File: config.mk
export PLATFORM = sky130hd
export DESIGN_NAME = apb_master_bridge
export DESIGN_NICKNAME = d
export VERILOG_FILES = /design/src/rtl/apb_pkg.sv /design/src/rtl/apb_addr_decoder.sv /design/src/rtl/apb_master_bridge.sv
export SDC_FILE = /design/constraint.sdc
export NUM_CORES = 1
export LEC_CHECK = 0
export ABC_CLOCK_PERIOD_IN_PS = 3020
export BUFFER_PORTS_ARGS = -buffer_cell sky130_fd_sc_hd__buf_2
export CORE_ASPECT_RATIO = 1.2
export CORE_UTILIZATION = 29
export CTS_CLUSTER_DIAMETER = 40
export DETAILED_ROUTE_END_ITERATION = 8
export PLACE_DENSITY = 0.64
export SLEW_MARGIN = 25
export SYNTH_ARGS = -nofsm -noshare
export SYNTH_HDL_FRONTEND = slang
export SYNTH_SLANG_ARGS = --single-unit
File: constraint.sdc
create_clock -name clk -period 3.02 [get_ports clk]
set_clock_uncertainty 0.1 [all_clocks]
set_input_delay 0.151 -clock clk [delete_from_list [all_inputs] [get_ports clk]]
set_output_delay 0.151 -clock clk [all_outputs]
set_load 0.1 [all_outputs]
File: src/rtl/apb_pkg.sv
// Shared types and constants for the APB master bridge.
// Optional ACCESS timeout is enabled by defining APB_TIMEOUT_EN.
package apb_pkg;

  typedef enum logic [1:0] {
    IDLE   = 2'd0,
    SETUP  = 2'd1,
    ACCESS = 2'd2
  } apb_state_e;

  localparam logic [31:0] APB_TIMEOUT_DATA = 32'hDEAD_0BAD;
  localparam logic [31:0] APB_MISS_DATA    = 32'h0;

endpackage

File: src/rtl/apb_addr_decoder.sv
// Peripheral window decode: byte address to one-hot slave select.
// Addresses below the window wrap to a large offset and miss.
module apb_addr_decoder
  import apb_pkg::*;
#(
  parameter int unsigned NUM_SLAVES = 4,
  parameter logic [31:0] BASE_ADDR  = 32'h1000_0000,
  parameter int unsigned SLOT_BITS  = 12
) (
  input  logic [31:0]           addr,
  output logic [NUM_SLAVES-1:0] sel,
  output logic                  hit
);

  localparam int unsigned TW = 32 - SLOT_BITS;
  localparam logic [31:0] BASE = BASE_ADDR;

  logic [TW-1:0] diff;
  logic          unused_low;

  assign diff = addr[31:SLOT_BITS] - BASE[31:SLOT_BITS];
  assign unused_low = ^addr[SLOT_BITS-1:0];

  always_comb begin
    sel = '0;
    hit = ({{SLOT_BITS{1'b0}}, diff} < 32'(NUM_SLAVES));
    for (int i = 0; i < NUM_SLAVES; i++) begin
      sel[i] = hit && (diff == TW'(i));
    end
  end

endmodule

File: src/rtl/apb_master_bridge.sv
// APB3 single-master bridge for the multi-cycle core bus port.
// Define APB_TIMEOUT_EN to bound ACCESS waits and raise sticky err.
module apb_master_bridge
  import apb_pkg::*;
#(
  parameter int unsigned NUM_SLAVES     = 4,
  parameter logic [31:0] BASE_ADDR      = 32'h1000_0000,
  parameter int unsigned SLOT_BITS      = 12,
  parameter int unsigned TIMEOUT_CYCLES = 16
) (
  input  logic                     clk,
  input  logic                     reset,
  input  logic                     transfer,
  input  logic                     write,
  input  logic [31:0]              addr,
  input  logic [31:0]              wdata,
  output logic [31:0]              rdata,
  output logic                     ready,
  output logic                     err,
  output logic [31:0]              PADDR,
  output logic [31:0]              PWDATA,
  output logic                     PWRITE,
  output logic                     PENABLE,
  output logic [NUM_SLAVES-1:0]    PSEL,
  input  logic [NUM_SLAVES*32-1:0] PRDATA,
  input  logic [NUM_SLAVES-1:0]    PREADY
);

  apb_state_e state_q, state_d;
  logic [31:0] paddr_q, paddr_d;
  logic [31:0] pwdata_q, pwdata_d;
  logic        pwrite_q, pwrite_d;
  logic [NUM_SLAVES-1:0] psel_q, psel_d;
  logic [31:0] rdata_q, rdata_d;

  logic [NUM_SLAVES-1:0] dec_sel;
  logic        dec_hit;
  logic        pready_eff;
  logic [31:0] prdata_eff;
  logic [31:0] rd_now;
  logic        in_access;
  logic        timeout;

  apb_addr_decoder #(
    .NUM_SLAVES(NUM_SLAVES),
    .BASE_ADDR (BASE_ADDR),
    .SLOT_BITS (SLOT_BITS)
  ) u_dec (
    .addr(addr),
    .sel (dec_sel),
    .hit (dec_hit)
  );

  assign in_access = (state_q == ACCESS);

  // A miss latches no select, so it completes as if PREADY were high.
  always_comb begin
    prdata_eff = APB_MISS_DATA;
    for (int i = 0; i < NUM_SLAVES; i++) begin
      if (psel_q[i]) prdata_eff = prdata_eff | PRDATA[32*i +: 32];
    end
  end

  assign pready_eff = (psel_q == '0) | (|(psel_q & PREADY));

`ifdef APB_TIMEOUT_EN
  localparam int unsigned CW = $clog2(TIMEOUT_CYCLES) + 1;
  logic [CW-1:0] cnt_q, cnt_d;
  logic          err_q, err_d;

  assign timeout = in_access && !pready_eff &&
                   (cnt_q == CW'(TIMEOUT_CYCLES - 1));

  always_comb begin
    cnt_d = cnt_q;
    err_d = err_q;
    if (state_q == SETUP) cnt_d = '0;
    else if (in_access && !pready_eff) cnt_d = cnt_q + CW'(1);
    if (timeout) err_d = 1'b1;
  end

  always_ff @(posedge clk or posedge reset) begin
    if (reset) begin
      cnt_q <= '0;
      err_q <= 1'b0;
    end else begin
      cnt_q <= cnt_d;
      err_q <= err_d;
    end
  end

  assign err = err_q;
`else
  assign timeout = 1'b0;
  assign err     = 1'b0;
`endif

  assign ready  = in_access && (pready_eff || timeout);
  assign rd_now = timeout ? APB_TIMEOUT_DATA : prdata_eff;
  assign rdata  = (ready && !pwrite_q) ? rd_now : rdata_q;

  always_comb begin
    state_d  = state_q;
    paddr_d  = paddr_q;
    pwdata_d = pwdata_q;
    pwrite_d = pwrite_q;
    psel_d   = psel_q;
    rdata_d  = rdata_q;
    unique case (state_q)
      IDLE: begin
        if (transfer) begin
          state_d  = SETUP;
          paddr_d  = addr;
          pwdata_d = wdata;
          pwrite_d = write;
          psel_d   = dec_hit ? dec_sel : '0;
        end
      end
      SETUP: state_d = ACCESS;
      ACCESS: begin
        if (ready) begin
          state_d = IDLE;
          rdata_d = rdata;
        end
      end
      default: state_d = IDLE;
    endcase
  end

  always_ff @(posedge clk or posedge reset) begin
    if (reset) begin
      state_q  <= IDLE;
      paddr_q  <= '0;
      pwdata_q <= '0;
      pwrite_q <= 1'b0;
      psel_q   <= '0;
      rdata_q  <= '0;
    end else begin
      state_q  <= state_d;
      paddr_q  <= paddr_d;
      pwdata_q <= pwdata_d;
      pwrite_q <= pwrite_d;
      psel_q   <= psel_d;
      rdata_q  <= rdata_d;
    end
  end

  assign PADDR   = paddr_q;
  assign PWDATA  = pwdata_q;
  assign PWRITE  = pwrite_q;
  assign PENABLE = in_access;
  assign PSEL    = (state_q == IDLE) ? '0 : psel_q;

endmodule

After elaboration in Yosys (flattened, before gate mapping)
Cells that the tools add are included.
Word-level totals
  register bits: 103
  input bits: 200
  output and inout bits: 104
  word-level logic and storage cells: 44
Cells by class
  add/subtract/negate cells: 1
  $lt $le $gt $ge: 1
  equality and inequality tests: 7
  muxes and demuxes: 10
  bitwise gates (word level): 5
  reductions and logical operators: 14
Operators by type and width (count)
  $mux W32: 5
  $or A32 B32 Y32: 3
  $eq A20 B2 Y1 const B: 2
  $eq A20 B1 Y1 const B: 1
  $logic_not A20 Y1: 1
  $lt A20 B3 Y1 const B: 1
  $sub A20 B17 Y20 const B: 1
  $mux W4: 2
  $logic_and A1 B1 Y1: 6
  $pmux W2 S3: 1
  $reduce_and A2 Y1: 3
  $and A4 B4 Y4: 1
  $logic_not A4 Y1: 1
  $mux W2: 2
  $ne A2 B2 Y1 const B: 2
  $reduce_or A4 Y1: 1
  $eq A2 B1 Y1 const B: 1
  $eq A2 B2 Y1 const B: 1
  $logic_not A2 Y1: 1
  $logic_not A1 Y1: 1
  $or A1 B1 Y1: 1

Logic depth before layout (Yosys ltp)
Gate-level depths: netlist (run 1).
  depth in word-level cells: 8
  depth in mapped cells: 7
  depth with buffers taken out: 4

By module
From an unflattened synthesis (run 1), not the netlist that was laid out.
Second synthesis, totals
  cell total of the unflattened synthesis: 404
  area, all modules: 5203.7 µm²
By module, submodules not included
  apb_master_bridge: instances 1, cells an instance 390, area each 5102.4 µm², seq. area each 2577.5 µm²
  apb_addr_decoder: instances 1, cells an instance 14, area each 101.3 µm², seq. area each 0.0 µm²

Least setup slack after synthesis (run 1)
No wires, ideal clock.
  kind: reg2out
  start: reg psel_q[0]
  end: out rdata[24]
  data arrival time: 2.503 ns
  data required time: 2.769 ns
  setup slack: 0.266 ns
  cell stages (with the launch flop): 6
  buffers on the path: 2
  path through: dfrtp_1 buf_6 or4_4 a311oi_4 buf_6 mux2_1
Between the ends
  word-level cells in the longest chain between the ends: 8
  elaborated cells on any way between the ends: 14
  those cells by class: mux (5); bitwise (5); reduce/logical (4)
RTL lines
  start: declaration: RTL line apb_master_bridge.sv:33  | logic [NUM_SLAVES-1:0] psel_q, psel_d;
  start signal: assignment: RTL line apb_master_bridge.sv:143  | psel_q <= psel_d;
  $mux W32: RTL line apb_master_bridge.sv:60  | if (psel_q[i]) prdata_eff = prdata_eff | PRDATA[32*i +: 32];
  $or A32 B32 Y32: RTL line apb_master_bridge.sv:60
  $mux W32: RTL line apb_master_bridge.sv:60
  $or A32 B32 Y32: RTL line apb_master_bridge.sv:60
  $mux W32: RTL line apb_master_bridge.sv:60
  $or A32 B32 Y32: RTL line apb_master_bridge.sv:60
  $mux W32: RTL line apb_master_bridge.sv:60
  $mux W32 *: RTL line apb_master_bridge.sv:100  | assign rdata = (ready && !pwrite_q) ? rd_now : rdata_q;
  end: declaration: RTL line apb_master_bridge.sv:17  | output logic [31:0] rdata,
Every way passes the cells marked *; elsewhere a longest branch is shown, timed or not.

Worst setup path after layout (run 1)
  start: reg psel_q[0]
  end: out rdata[9]
Same word-level chain as after synthesis.

==> results of run 1 <==
[state kept, by name, indices dropped and copies added (netlist names)]
signal   cells
PWRITE       1
psel_q       4
PADDR       32
PWDATA      32
state_q      2
rdata_q     32
[repair_timing]
action,4_1_cts,5_1_grt
endpoints found under the setup margin,0,32
endpoints found under the hold margin,128,0
resized for setup,0,3
hold buffers,66,0
[synth_stat cells]
library cell,number
nor4b_1,1
dfrtp_1,103
nand4_1,1
or3b_2,1
a311oi_4,1
and3_1,1
nand2_1,228
nand2b_1,1
buf_2,1
nor4_1,3
o21ai_0,2
nor2_1,3
conb_1,1
mux2_1,5
a21o_1,1
nor2b_1,5
or4_4,1
a22oi_1,66
inv_1,5
o41ai_1,4
buf_4,1
buf_6,7
clkbuf_1,27
buf_1,2
mux2_2,59
[path summary, 6_finish.rpt]
kind                             from           to  cells after the start
min in group asynchronous       reset    PWDATA[0]                      3
min                        PRDATA[72]   rdata_q[8]                      4
max                         psel_q[0]     rdata[9]                      5
max reg2reg                 psel_q[0]   rdata_q[9]                      4
min reg2reg                 PWDATA[2]    PWDATA[2]                      2
max in group asynchronous       reset  rdata_q[31]                      4
[critical path, stage by stage, from the launching register on]
cell      delay, ns
dfrtp_1        0.39
or4_4          0.56
a311oi_4       0.31
buf_12         0.32
mux2_2         0.38
buf_2          0.29
[layout make-up]
class                   instances  area (sq um)
repair buffers                376          2310
multi-input cells             384          2260
clock inverters                 6          63.8
diodes                          1          2.50
inverters                       5          21.3
clock buffers                  10           239
well taps                     216           270
fillers                      1560          9230
flip-flops and latches        103          2580
[metrics by stage]
step | hold WS [ns] | setup slack [ns]
finish | 0.0730 | 0.106
global route | 0.0641 | 0.000856
CTS | 0.0540 | 0.0324
detailed placement | 0.245 | 0.429
global placement | 0.240 | 0.457
floorplan | 0.149 | 0.0652
[kinds of logic (layout without fill, tap and decap cells)]
group / Yosys count / after routing / synth area share [%]
AO/OA/AOI/OAI: 74 / 74 / 11.4
buffers and inverters: 43 / 397 / 4.33
flip-flops: 103 / 103 / 50.9
multiplexers: 64 / 64 / 14.2
other: 1 / 2 / 0.0741
AND/OR/NAND/NOR: 245 / 245 / 19.1
[layer usage]
layer,global-route usage (%),vias up,wire length (um)
met3,5.09,18,1440
li1,-,2493,-
met2,34.9,274,9230
met1,21.1,2403,6680
met5,0,-,13
met4,5.55,2,204
[power breakdown]
| group | leakage [nW] | switching [mW] | internal (mW) |
|---|---|---|---|
| logic | 2.87 | 2.01 | 0.429 |
| registers | 1.33 | 0.119 | 1.59 |
| clock network | 0.146 | 0.578 | 0.606 |
==> metrics.yaml, run 1 <==
drive_gt1_share_pct: 44.1
synth_top_area_cell: "dfrtp_1"
start_util_pct: 29.8
worstSetupPathType: "reg2out"
fmax_ghz: 0.343
clk_pin_slew_ns: 0.08
grt-ovfl-total: 0
finalMaxSlewViolations: 0
post_cts_buffers: 0
leakagePower_nw: 4.35
arrival_ns: 2.66
cts_sinks: 103
ys_seq_area_share_pct: 50.9
dp.cells: 1018
grt_max_degree: 72
rsz0062_at_grt: "false"
end_kind: "output port"
fin_crit_sh_pct: 96.5
clk_latency_ns: 0.34
viasPerCell: 4.71
drc: 0
area_delta_synth_final_pct: 53.1
dp_hpwl_um: 12100
ff2ff_setup_slack_ns: 0.77
dr.pass1.iters: 5
grt_pass1_wl_um: 25900
fin_crit_ns: 2.91
place.gp.congestion: 0.819
clk_path_buf_depth: 2
outcome: "complete, no violations"
mostFrequentLayoutCells: "buf_2 (300), nand2_1 (228), dfrtp_1 (103)"
wl_um: 17600
min_path_type: "in2reg"
grt_pass1_vias: 5152
worst_pin_slew_ns: 0.809
synth_seq_cells: 103
die_w_um: 123
nets: 1079
fp.dieH_um: 147
final_cell_area_sq_um: 7750
syn_nets: 730
setup_violations: 0
rows: 52
max-vdd-ir-drop_v: 0.000678
cts_root_buffer: "clkbuf_16"
ys_top_cells_by_area: "dfrtp_1 (51%), nand2_1 (17%), mux2_2 (13%)"
dpl_cell_area_sq_um: 6770
syn_avg_cell_area_sq_um: 9.55
total_power_mw: 5.33
netlist_area_sq_um: 5060
hold_violations: 0
io_buffers: 302
drt_iter0_drc: 171
max_cap_viol_count: 0
cts_tree: "built"
slew-limit-headroom_pct: 46.1
ys_types: 25
cp_data_required_time_ns: 2.77
antenna_found_initial: 2
tns_ns: 0
ant_nets: 0
grt_usage_pct: 19.0
final_common_cell: "buf_2"
cp-start-kind: "flop"
die_area_sq_um: 18000
fin_cells: 1101
synthesis.instances: 530
cts_made_buffers: 9
fin_util_pct: 45.6
io_pins: 304
path_max_fanout: 64
synth_top_area_share_pct: 50.9
core_sq_um: 17000
ys_warn_count: 0
wl_per_cell_um: 16.0
vias: 5190
powerDensity_nw_per_um2: 688
htreeDepth: 3
Power figures use the tool's default switching activity.
==> inputs of run 2 (changes only) <==
Settings changed: CELL_PAD_IN_SITES_DETAIL_PLACEMENT set to 2, CELL_PAD_IN_SITES_GLOBAL_PLACEMENT set to 2, CORE_UTILIZATION 29 to 21, PLACE_DENSITY 0.64 to 0.79.
==> run 2 against run 1 <==
  * First-iteration DRC count down 24%
  * Fmax down 0.73%
  * Non-clock buffer count is 5 higher
  * Wire length rose by 28%
  * Die area grew 37%
  * Design area grew 1.6%
  * Global-route usage shrank 1.4 points
  * Clock-buffer cell count increased by 1
  * Total power grew 0.34%
  * Utilization down 12 points
  * Cell count grew 9.5%
  * Combinational power up 2%
  * Largest power group unchanged
==> metrics.yaml, run 2 (same netlist as run 1, synthesis figures left out) <==
outcome: "complete, no violations"  # unchanged
clk_path_buf_depth: 2  # unchanged
worst_pin_slew_ns: 0.782  # was 0.809 ns
place.gp.congestion: 0.744  # was 0.819
arrival_ns: 2.68  # was 2.66 ns
dr.pass1.iters: 4  # was 5
grt-ovfl-total: 0  # unchanged
cp_data_required_time_ns: 2.77  # about the same
cts_tree: "built"  # unchanged
antenna_found_initial: 3  # was 2
dp_slack_ns: 0.381  # was 0.429 ns
vias: 5468  # was 5,190
htreeDepth: 3  # unchanged
drt_iter0_drc: 130  # was 171
powerDensity_nw_per_um2: 679  # was 688 nW/um^2
grt-busiest-layer: "met2"  # unchanged
grt_usage_pct: 17.7  # was 19.0%
finalWorstSetupSlack_ns: 0.0846  # was 0.106 ns
io_pins: 304  # unchanged
grt_pass1_wl_um: 33100  # was 25,900 um
setup_violations: 0  # unchanged
ant_nets: 0  # unchanged
grt_pass1_vias: 6098  # was 5,152
rsz0062_at_grt: "false"  # unchanged
fill_cells: 2683  # was 1,560
drc: 0  # unchanged
grt_max_degree: 72  # unchanged
max_cap_viol_count: 0  # unchanged
fin_crit_sh_pct: 97.2  # was 96.5%
fmax_ghz: 0.341  # was 0.343 GHz
drive_gt1_share_pct: 44.3  # was 44.1%
fp.dieH_um: 172  # was 147 um
grt_use_met3_pct: 5.18  # was 5.09%
slew-limit-headroom_pct: 47.9  # was 46.1%
worstSetupPathType: "reg2out"  # unchanged
finalMaxSlewViolations: 0  # unchanged
clk_latency_ns: 0.35  # was 0.34 ns
final_common_cell: "buf_2"  # unchanged
grt_use_met1_pct: 18.4  # was 21.1%
cts_sinks: 103  # unchanged
gr-usage-met2_pct: 33.0  # was 34.9%
wl_per_cell_um: 18.7  # was 16.0 um
path_max_fanout: 16  # was 64
end_kind: "output port"  # unchanged
wl_um: 22500  # was 17,600 um
tns_ns: 0  # unchanged
area_delta_synth_final_pct: 55.6  # was 53.1%
clk_pin_slew_ns: 0.08  # about the same
viasPerCell: 4.53  # was 4.71
fin_crit_ns: 2.94  # was 2.91 ns
max-vdd-ir-drop_v: 0.000388  # was 0.000678 V
hold_violations: 0  # unchanged
die_area_sq_um: 24700  # was 18,000 sq um
start_util_pct: 21.6  # was 29.8%
die_w_um: 144  # was 123 um
dp_hpwl_um: 15100  # was 12,100 um
leakagePower_nw: 4.36  # was 4.35 nW
cts_made_buffers: 9  # unchanged
rows: 61  # was 52
io_buffers: 302  # unchanged
cp-start-kind: "flop"  # unchanged
nets: 1084  # was 1,079
min_path_type: "in2reg"  # unchanged
core_sq_um: 23400  # was 17,000 sq um
mostFrequentLayoutCells: "buf_2 (301), nand2_1 (228), dfrtp_1 (103)"  # was buf_2 (300), nand2_1 (228), dfrtp_1 (103)
cts_root_buffer: "clkbuf_16"  # unchanged
-- run 2: worst paths after layout --
kind	start	endpoint	slack [ns]	cells after the start
setup / recovery	psel_q[0]	rdata[25]	0.08	6
min in group asynchronous	reset	PWDATA[23]	0.30	3
max in group asynchronous	reset	PWDATA[12]	1.73	4
hold / removal	PRDATA[88]	rdata_q[24]	0.08	4
setup reg to reg	psel_q[0]	rdata_q[4]	0.55	6
hold reg to reg	PADDR[11]	PADDR[11]	0.38	2
-- run 2: final cells by class --
class	instances	area, sq um	share of cell area [%]
flip-flops and latches	103	2580	32.7
repair buffers	381	2340	29.7
multi-input cells	384	2260	28.7
well taps	315	394	5.01
clock buffers	11	243	3.08
clock inverters	4	30.0	0.381
inverters	5	21.3	0.270
diodes	3	7.51	0.0953
-- run 2: what timing repair did --
action	CTS	global route
endpoints found under the hold margin	104	0
resized for setup	2	4
pin swaps	0	1
gates cloned	0	2
endpoints found under the setup margin	19	32
buffers inserted	0	3
hold buffers	66	0
-- run 2: worst max-delay path, stage by stage, from the launching register on --
cell      delay (ns)
dfrtp_1         0.41
or4_4           0.56
a311oi_4        0.31
buf_4           0.18
buf_6           0.21
mux2_2          0.36
buf_2           0.29
-- run 2: per-stage QoR --
stage          power [mW]  hold slack [ns]  instance area, sq um  util [%]  cells
4_1_cts              5.36           0.0563                  7810      33.3   1198
5_1_grt              5.59           0.0809                  7870      33.6   1205
6_report             5.35           0.0791                  7870      33.6   1206
3_3_place_gp         4.10            0.134                  6870      29.3   1117
2_1_floorplan        3.62            0.149                  5060         -    530
3_5_place_dp         4.13            0.134                  6870      29.3   1117
-- run 2: power by group --
group / internal [mW] / switching [mW] / total (mW)
sequential: 1.59 / 0.120 / 1.71
combinational: 0.437 / 2.07 / 2.50
clock: 0.582 / 0.553 / 1.14
total: 2.61 / 2.74 / 5.35
-- run 2: layer usage --
layer,part of all wire [%],up-vias
met3,7.7,36
li1,-,2503
met1,38,2696
met4,2.6,2
met5,0.053,-
met2,52,231
